==> src/rtl/fwd_sel_ctrl_pkg.sv <==
// Shared operand-select encodings and tracker defaults for the EX forwarding controller.
// No logic; imported by the interface, tracker stage and top.
package fwd_sel_ctrl_pkg;

   localparam int RA_W_DEF     = 5;
   localparam int ZERO_REG_DEF = 0;

   // Control-bit widths of the tracker records; the address field adds RA_W on top.
   localparam int TRK_EX_CTL_W  = 3;  // valid, wr_en, is_load
   localparam int TRK_MEM_CTL_W = 2;  // valid, wr_en

   typedef enum logic [1:0] {
      SEL_RF    = 2'b00,
      SEL_EXMEM = 2'b01,
      SEL_MEMWB = 2'b10,
      SEL_IMM   = 2'b11
   } sel_e;

endpackage

==> src/rtl/fwd_sel_ctrl_if.sv <==
// Decode-to-forwarding-controller bundle: decoded instruction fields in, EX selects and stall out.
// Master is the decode side; slave is the forwarding controller.
interface fwd_sel_ctrl_if #(
   parameter int RA_W = fwd_sel_ctrl_pkg::RA_W_DEF
);
   logic            id_valid;
   logic [RA_W-1:0] id_rs;
   logic [RA_W-1:0] id_rt;
   logic            id_use_imm;
   logic [RA_W-1:0] id_rd;
   logic            id_wr_en;
   logic            id_is_load;
   logic            flush;
   logic [1:0]      sel_a;
   logic [1:0]      sel_b;
   logic            ex_valid;
   logic            stall;

   modport master (
      output id_valid, id_rs, id_rt, id_use_imm, id_rd, id_wr_en, id_is_load, flush,
      input  sel_a, sel_b, ex_valid, stall
   );

   modport slave (
      input  id_valid, id_rs, id_rt, id_use_imm, id_rd, id_wr_en, id_is_load, flush,
      output sel_a, sel_b, ex_valid, stall
   );
endinterface

==> src/rtl/fwd_track_stage.sv <==
// One pipeline tracker register: reset and bubble clear the whole record, otherwise load when enabled.
// Latency one cycle; no backpressure of its own, the caller decides bubble/load.
module fwd_track_stage #(
   parameter int W = 8
) (
   input  logic         clk,
   input  logic         rst,
   input  logic         bubble,
   input  logic         en,
   input  logic [W-1:0] d,
   output logic [W-1:0] q
);

   // An all-zero record is a bubble: valid=0, wr_en=0, is_load=0, rd=0.
   always_ff @(posedge clk) begin
      if (rst) begin
         q <= '0;
      end else if (bubble) begin
         q <= '0;
      end else if (en) begin
         q <= d;
      end
   end

endmodule

==> src/rtl/fwd_sel_ctrl.sv <==
// EX operand-mux select generation with EX/MEM destination tracking and load-use stall of decode.
// Selects are registered one cycle after issue; stall is combinational and holds decode for one cycle.
module fwd_sel_ctrl
   import fwd_sel_ctrl_pkg::*;
#(
   parameter int RA_W     = RA_W_DEF,
   parameter int ZERO_REG = ZERO_REG_DEF
) (
   input  logic          clk,
   input  logic          rst,
   fwd_sel_ctrl_if.slave io
);

   typedef struct packed {
      logic            valid;
      logic            wr_en;
      logic            is_load;
      logic [RA_W-1:0] rd;
   } ex_trk_t;

   typedef struct packed {
      logic            valid;
      logic            wr_en;
      logic [RA_W-1:0] rd;
   } mem_trk_t;

   localparam logic [RA_W-1:0] ZERO_ADDR = ZERO_REG[RA_W-1:0];

   ex_trk_t  ex_d, ex_q;
   mem_trk_t mem_d, mem_q;
   logic     hit_ex_a, hit_ex_b, hit_mem_a, hit_mem_b;
   logic     stall_c, issue;
   sel_e     sel_a_q, sel_b_q;

   function automatic logic stage_hits(input logic valid, input logic wr_en,
                                       input logic [RA_W-1:0] rd, input logic [RA_W-1:0] r);
      return valid & wr_en & (rd == r) & (r != ZERO_ADDR);
   endfunction

   assign hit_ex_a  = stage_hits(ex_q.valid,  ex_q.wr_en,  ex_q.rd,  io.id_rs);
   assign hit_ex_b  = stage_hits(ex_q.valid,  ex_q.wr_en,  ex_q.rd,  io.id_rt);
   assign hit_mem_a = stage_hits(mem_q.valid, mem_q.wr_en, mem_q.rd, io.id_rs);
   assign hit_mem_b = stage_hits(mem_q.valid, mem_q.wr_en, mem_q.rd, io.id_rt);

   // A load in EX cannot forward yet; an immediate B operand does not depend on rt.
   assign stall_c = io.id_valid & ex_q.is_load & (hit_ex_a | (hit_ex_b & ~io.id_use_imm));
   assign issue   = io.id_valid & ~stall_c & ~io.flush;

   assign ex_d = '{valid: 1'b1, wr_en: io.id_wr_en, is_load: io.id_is_load, rd: io.id_rd};
   assign mem_d = '{valid: ex_q.valid, wr_en: ex_q.wr_en, rd: ex_q.rd};

   fwd_track_stage #(.W($bits(ex_trk_t))) u_ex_trk (
      .clk    (clk),
      .rst    (rst),
      .bubble (~issue),
      .en     (1'b1),
      .d      (ex_d),
      .q      (ex_q)
   );

   // MEM always takes the old EX record, so a stalled load keeps moving toward WB.
   fwd_track_stage #(.W($bits(mem_trk_t))) u_mem_trk (
      .clk    (clk),
      .rst    (rst),
      .bubble (1'b0),
      .en     (1'b1),
      .d      (mem_d),
      .q      (mem_q)
   );

   always_ff @(posedge clk) begin
      if (rst) begin
         sel_a_q <= SEL_RF;
         sel_b_q <= SEL_RF;
      end else if (!issue) begin
         sel_a_q <= SEL_RF;
         sel_b_q <= SEL_RF;
      end else begin
         // Nearest producer wins: EX/MEM result is newer than MEM/WB.
         if (hit_ex_a)       sel_a_q <= SEL_EXMEM;
         else if (hit_mem_a) sel_a_q <= SEL_MEMWB;
         else                sel_a_q <= SEL_RF;

         if (io.id_use_imm)  sel_b_q <= SEL_IMM;
         else if (hit_ex_b)  sel_b_q <= SEL_EXMEM;
         else if (hit_mem_b) sel_b_q <= SEL_MEMWB;
         else                sel_b_q <= SEL_RF;
      end
   end

   assign io.sel_a    = sel_a_q;
   assign io.sel_b    = sel_b_q;
   assign io.ex_valid = ex_q.valid;
   assign io.stall    = stall_c;

endmodule

==> src/flat_wrapper.sv <==
// flat-port wrapper written by rule: the top's interface ports become plain ports
module fwd_sel_ctrl_flat import fwd_sel_ctrl_pkg::*;
#(
   parameter int RA_W     = RA_W_DEF,
   parameter int ZERO_REG = ZERO_REG_DEF
)
  (clk, rst, io_id_valid, io_id_rs, io_id_rt, io_id_use_imm, io_id_rd, io_id_wr_en, io_id_is_load, io_flush, io_sel_a, io_sel_b, io_ex_valid, io_stall);
  fwd_sel_ctrl_if #(.RA_W(RA_W)) io_i ();
  input  logic clk;
  input  logic rst;
  input wire logic [$bits(io_i.id_valid)-1:0] io_id_valid;
  input wire logic [$bits(io_i.id_rs)-1:0] io_id_rs;
  input wire logic [$bits(io_i.id_rt)-1:0] io_id_rt;
  input wire logic [$bits(io_i.id_use_imm)-1:0] io_id_use_imm;
  input wire logic [$bits(io_i.id_rd)-1:0] io_id_rd;
  input wire logic [$bits(io_i.id_wr_en)-1:0] io_id_wr_en;
  input wire logic [$bits(io_i.id_is_load)-1:0] io_id_is_load;
  input wire logic [$bits(io_i.flush)-1:0] io_flush;
  output wire logic [$bits(io_i.sel_a)-1:0] io_sel_a;
  output wire logic [$bits(io_i.sel_b)-1:0] io_sel_b;
  output wire logic [$bits(io_i.ex_valid)-1:0] io_ex_valid;
  output wire logic [$bits(io_i.stall)-1:0] io_stall;
  assign io_i.id_valid = io_id_valid;
  assign io_i.id_rs = io_id_rs;
  assign io_i.id_rt = io_id_rt;
  assign io_i.id_use_imm = io_id_use_imm;
  assign io_i.id_rd = io_id_rd;
  assign io_i.id_wr_en = io_id_wr_en;
  assign io_i.id_is_load = io_id_is_load;
  assign io_i.flush = io_flush;
  assign io_sel_a = io_i.sel_a;
  assign io_sel_b = io_i.sel_b;
  assign io_ex_valid = io_i.ex_valid;
  assign io_stall = io_i.stall;
  fwd_sel_ctrl #(.RA_W(RA_W), .ZERO_REG(ZERO_REG)) u_core (.clk(clk), .rst(rst), .io(io_i));
endmodule
==> config.mk <==
export PLATFORM = sky130hd
export DESIGN_NAME = fwd_sel_ctrl_flat
export DESIGN_NICKNAME = d
export VERILOG_FILES = /design/src/rtl/fwd_sel_ctrl_pkg.sv /design/src/rtl/fwd_sel_ctrl_if.sv /design/src/rtl/fwd_track_stage.sv /design/src/rtl/fwd_sel_ctrl.sv /design/src/flat_wrapper.sv
export SDC_FILE = /design/constraint.sdc
export NUM_CORES = 1
export LEC_CHECK = 0
export CORE_MARGIN = 3
export CORE_UTILIZATION = 30
export CTS_CLUSTER_SIZE = 40
export DETAILED_ROUTE_END_ITERATION = 7
export PLACE_DENSITY = 0.65
export SYNTH_ARGS = -nofsm -noshare
export SYNTH_HDL_FRONTEND = slang
export SYNTH_SLANG_ARGS = --single-unit
==> constraint.sdc <==
create_clock -name clk -period 1.46 [get_ports clk]
set_input_delay 0.219 -clock clk [delete_from_list [all_inputs] [get_ports clk]]
set_output_delay 0.219 -clock clk [all_outputs]
set_load 0.01 [all_outputs]
* After elaboration in Yosys (flattened, before gate mapping)
Index checks and enable logic that the tools add are counted.
Operators by class: equal/unequal tests 4, muxes and demuxes 6, reduce and logical (&&, ||, !) cells 4, bitwise operators 20
Operators with widths (number):
- 5-bit equality test | 4
- 1-bit AND | 15
- 5-bit nonzero test | 2
- 2-bit two-way mux | 4
- 8-bit two-way mux | 1
- 1-bit inverter | 4
- 3-bit OR reduction | 1
- 2-bit OR reduction | 1
- 1-bit two-way mux | 1
- 1-bit OR | 1
Word-level totals: bits of input ports 22, word-level logic and storage cells 40, register bits 19

* Longest topological paths before layout
depth after elaboration 11, depth in mapped cells 5, mapped depth without buffers 5

* By module
From an unflattened synthesis, not the netlist that was laid out.
Second synthesis, totals: cell total of the unflattened synthesis 113, area, all modules 1022.2 sq um
By module, submodules not included:
- fwd_sel_ctrl | cells an instance 62, sequential area each 80.1 sq um, area each 474.2 sq um, times used 1
- fwd_track_stage at u_core.u_ex_trk | cells an instance 27, sequential area each 160.2 sq um, area each 295.3 sq um, times used 1
- fwd_track_stage at u_core.u_mem_trk | cells an instance 24, sequential area each 140.1 sq um, area each 252.7 sq um, times used 1

* Least setup slack after synthesis
OpenSTA, ideal clock, no wires.
path type reg-to-output, start point reg u_core.u_ex_trk.q[7], end point out io_stall, setup slack -0.001 ns, data arrival time 1.242 ns, cell stages (with the launch flop) 5, data required time 1.241 ns, cell sequence dfxtp_1 > nand2_1 > nor4_2 > nand4b_1 > a21oi_4
On the way: cells in the longest elaborated chain, start to end 6
Ends and longest elaborated chain:
- start: declaration | RTL line fwd_track_stage.sv:11 | output logic [W-1:0] q
- start signal: assignment | RTL line fwd_track_stage.sv:17 | q <= '0;
- start signal: assignment | RTL line fwd_track_stage.sv:19 | q <= '0;
- start signal: assignment | RTL line fwd_track_stage.sv:21 | q <= d;
- 1-bit AND * | RTL line fwd_sel_ctrl.sv:37 | return valid & wr_en & (rd == r) & (r != ZERO_ADDR);
- 1-bit AND (2 in series) | RTL line fwd_sel_ctrl.sv:37
- 1-bit AND | RTL line fwd_sel_ctrl.sv:46 | assign stall_c = io.id_valid & ex_q.is_load & (hit_ex_a | (hit_ex_b & ~io.id_use_imm));
- 1-bit OR * | RTL line fwd_sel_ctrl.sv:46
- 1-bit AND * | RTL line fwd_sel_ctrl.sv:46
- end: declaration | RTL line flat_wrapper.sv:22 | output wire logic [$bits(io_i.stall)-1:0] io_stall;
Every way passes the cells marked *; elsewhere a longest branch is shown, timed or not.

* Final worst setup path
start point in io_id_rt[3], end point out io_stall
On the way: cells in the longest elaborated chain, start to end 6
Ends and longest elaborated chain:
- start: declaration | RTL line flat_wrapper.sv:13 | input wire logic [$bits(io_i.id_rt)-1:0] io_id_rt;
- 5-bit equality test | RTL line fwd_sel_ctrl.sv:37
- 1-bit AND | RTL line fwd_sel_ctrl.sv:37
- 1-bit AND * | RTL line fwd_sel_ctrl.sv:37
- 1-bit AND * | RTL line fwd_sel_ctrl.sv:46
- 1-bit OR * | RTL line fwd_sel_ctrl.sv:46
- 1-bit AND * | RTL line fwd_sel_ctrl.sv:46
Marks and branches as above.

==> reports/qor.csv <==
stage,metric,value,unit
clock_network,CTS Sinks,19,
synth,Mapped Nets,117,
timing,Hold WS,0.435,ns
die,initial core utilization,32.8,%
die,Site Rows,18,
run_status,outcome,"finished, violations left",
clock_network,CTS tree,yes,
global_routing,All-Layer GR Usage,13.4,%
setup_path,crit-path max FO,2,
setup_path,"Worst Path Class, Setup",input port to primary output,
synth,total number of yosys warnings,0,
worst_hold_path,Hold WC Path Type,input port to register,
synth,cell area after synthesis,848,µm²
timing,Rel. slew slack,81.2,%
cells_and_area,Area growth syn-to-layout,62.2,%
die,Die Ht,59.2,µm
timing,final hold violation count,0,
pwr,power per cell area,704,nW/µm²
setup_path,CP endpoint kind,primary output,
global_routing,antenna violations before repair,0,
die,Die Wd,59.2,µm
synth,sequential-to-total area share from yosys stat,44.8,%
place,Placer Congestion,0.809,
timing,final setup margin,-0.391,ns
setup_path,Worst Path Arrival,1.63,ns
route,Vias per Instance,4.64,
synth,"Avg Cell Area, Syn",8.93,µm²
clock_network,largest buffer count on any clock path,2,
pwr,P_leak,0.000589,µW
global_routing,vias in the first global route,821,
place,HPWL Detailed,1.76,mm
cells_and_area,number of fillers in the final layout,226,
die,Core Box Area,2590,µm²
synth,"Distinct cells, synth",17,
global_routing,first-pass GRT wire length,3.53,mm
run,number of max-cap violations,0,
timing,Tightest Pin Transition,0.279,ns
setup_path,crit start category,input port,
timing,Tmin final,1.85,ns
route,drt pass-1 iters,4,
clock_network,htree depth,1,
pwr,Max VDD drop,0.476,mV
run_status,violated checks,setup timing,
die,Ports,28,
place,pre-CTS WS,-0.823,ns
global_routing,grt ovf,0,
clock_network,Root Driver,clkbuf_4,
timing,fin crit share,127,%
cells_and_area,ratio of cells with drive above 1 in the final layout,24.2,%
timing,"Slew Viols, Final",0,
place,PortBufs,27,
route,Residual DRC,0,
timing,endpoints failing setup,11,
timing,f_max,0.540,GHz
route,wire per inst,11.6,µm
clock_network,Worst-Skew Late Latency,0.29,ns
timing,RSZ-0062 raised after global routing,yes,
route,Total Wirelength,2.08,mm
route,initial DRC count,6,
timing,Worst Clk Skew,0.00387,ns
cells_and_area,antenna fix cells,0,
setup_path,Critical Path RT,1.24,ns
route,antenna-violating nets left,0,
timing,setup TNS,-1.32,ns
clock_network,cts bufs inserted,3,
cells_and_area,nets,172,
route,via count,831,
die,area of the die,3500,µm²
synth,"FF+latch count, synth",19,
global_routing,largest net degree at the start of global routing,11,
clock_network,"CTS clk-pin slew, worst paths",0.11,ns
synth,Mapped Cells,95,
## Yosys cell counts (all sizes together)
library cell,instances,area (µm²)
nor3,3,15.0
a31oi,2,12.5
o22ai,1,6.26
nor2b,7,43.8
and4b,1,11.3
nor2,15,56.3
xor2,18,158
nand4b,1,8.76
and2,1,6.26
nor4,5,37.5
xnor2,2,17.5
a21oi,1,16.3
nand4,3,18.8
nand2,15,56.3
dfxtp,19,380
clkbuf,1,3.75
## per-stage QoR
step	instance area (µm²)	instances	total power [µW]	utilization [%]
2_1_floorplan	848	95	597	-
3_3_place_gp	1320	173	714	50.9
3_5_place_dp	1320	173	716	50.9
4_1_cts	1360	178	983	52.5
5_1_grt	1380	179	1020	53.1
6_report	1380	179	969	53.1
## routing by layer
layer	track usage, %	vias up	share of wire (%)
li1	-	426	-
met1	16.3	379	46
met2	22.4	24	47
met3	3.70	2	6.1
met4	4.85	0	0.86
met5	0	-	0
## layout by cell type (no fill, tap or decap), drive strengths merged, types with 2 or more instances in the layout
cell,netlist,layout
nor2b,7,7
xor2,18,18
clkdlybuf4s50,0,24
a31oi,2,2
buf,0,25
nor4,5,5
nor3,3,3
dfxtp,19,19
nand4,3,3
nor2,15,15
dlygate4sd2,0,2
nand2,15,15
clkbuf,1,4
xnor2,2,2
## worst max-delay path, stage by stage
cell             delay (ns)
clkdlybuf4s50_1        0.43
xor2_1                 0.18
nor4_2                 0.25
nand4b_1               0.20
a21oi_4                0.20
buf_2                  0.15
## logic make-up after synthesis
family / Yosys count / synth area share (%)
and+or+nand+nor: 51 / 29.9
xor gates and xnor gates: 20 / 20.6
DFF: 19 / 44.8
AOI/OAI and AO/OA: 4 / 4.13
buffers and inverters: 1 / 0.442
## what timing repair did
| item | in CTS | in global routing |
|---|---|---|
| resized for setup | 11 | 2 |
| pin swaps | 5 | 0 |
| setup buffers | 2 | 1 |
| hold buffers | 0 | 0 |
| endpoints found under the setup margin | 12 | 12 |
## path summary, 6_finish.rpt
check	slack (ns)	startpoint	end	cells past startpoint
worst min-delay path	0.44	io_id_rd[1]	u_core.u_ex_trk.q[1]	3
worst min register to register	0.46	u_core.u_ex_trk.q[5]	u_core.io.sel_a[1]	1
worst max register to register	-0.10	u_core.u_ex_trk.q[2]	u_core.u_ex_trk.q[0]	7
worst max-delay path	-0.39	io_id_rt[3]	io_stall	6
## sequential cells by signal, summed over array words and instances (netlist names)
| name | count |
|---|---|
| u_core.io.sel_b | 2 |
| u_core.u_mem_trk.q | 7 |
| u_core.u_ex_trk.q | 8 |
| u_core.io.sel_a | 2 |
## final cells by class
cell class | count | area (µm²) | share of cell area [%]
multi-input cells | 75 | 483 | 35.1
well taps | 30 | 37.5 | 2.73
flip-flops and latches | 19 | 383 | 27.8
clock buffers | 4 | 26.3 | 1.91
repair buffers | 51 | 447 | 32.5
## power breakdown
part / total (µW) / internal (µW) / leakage, µW / switching [µW]
clock network: 264 / 106 / 0.0000150 / 157
registers: 537 / 530 / 0.000155 / 7.60
logic: 169 / 106 / 0.000419 / 62.4
total: 969 / 742 / 0.000589 / 227
Note: power is estimated with default switching activity, not from simulation.
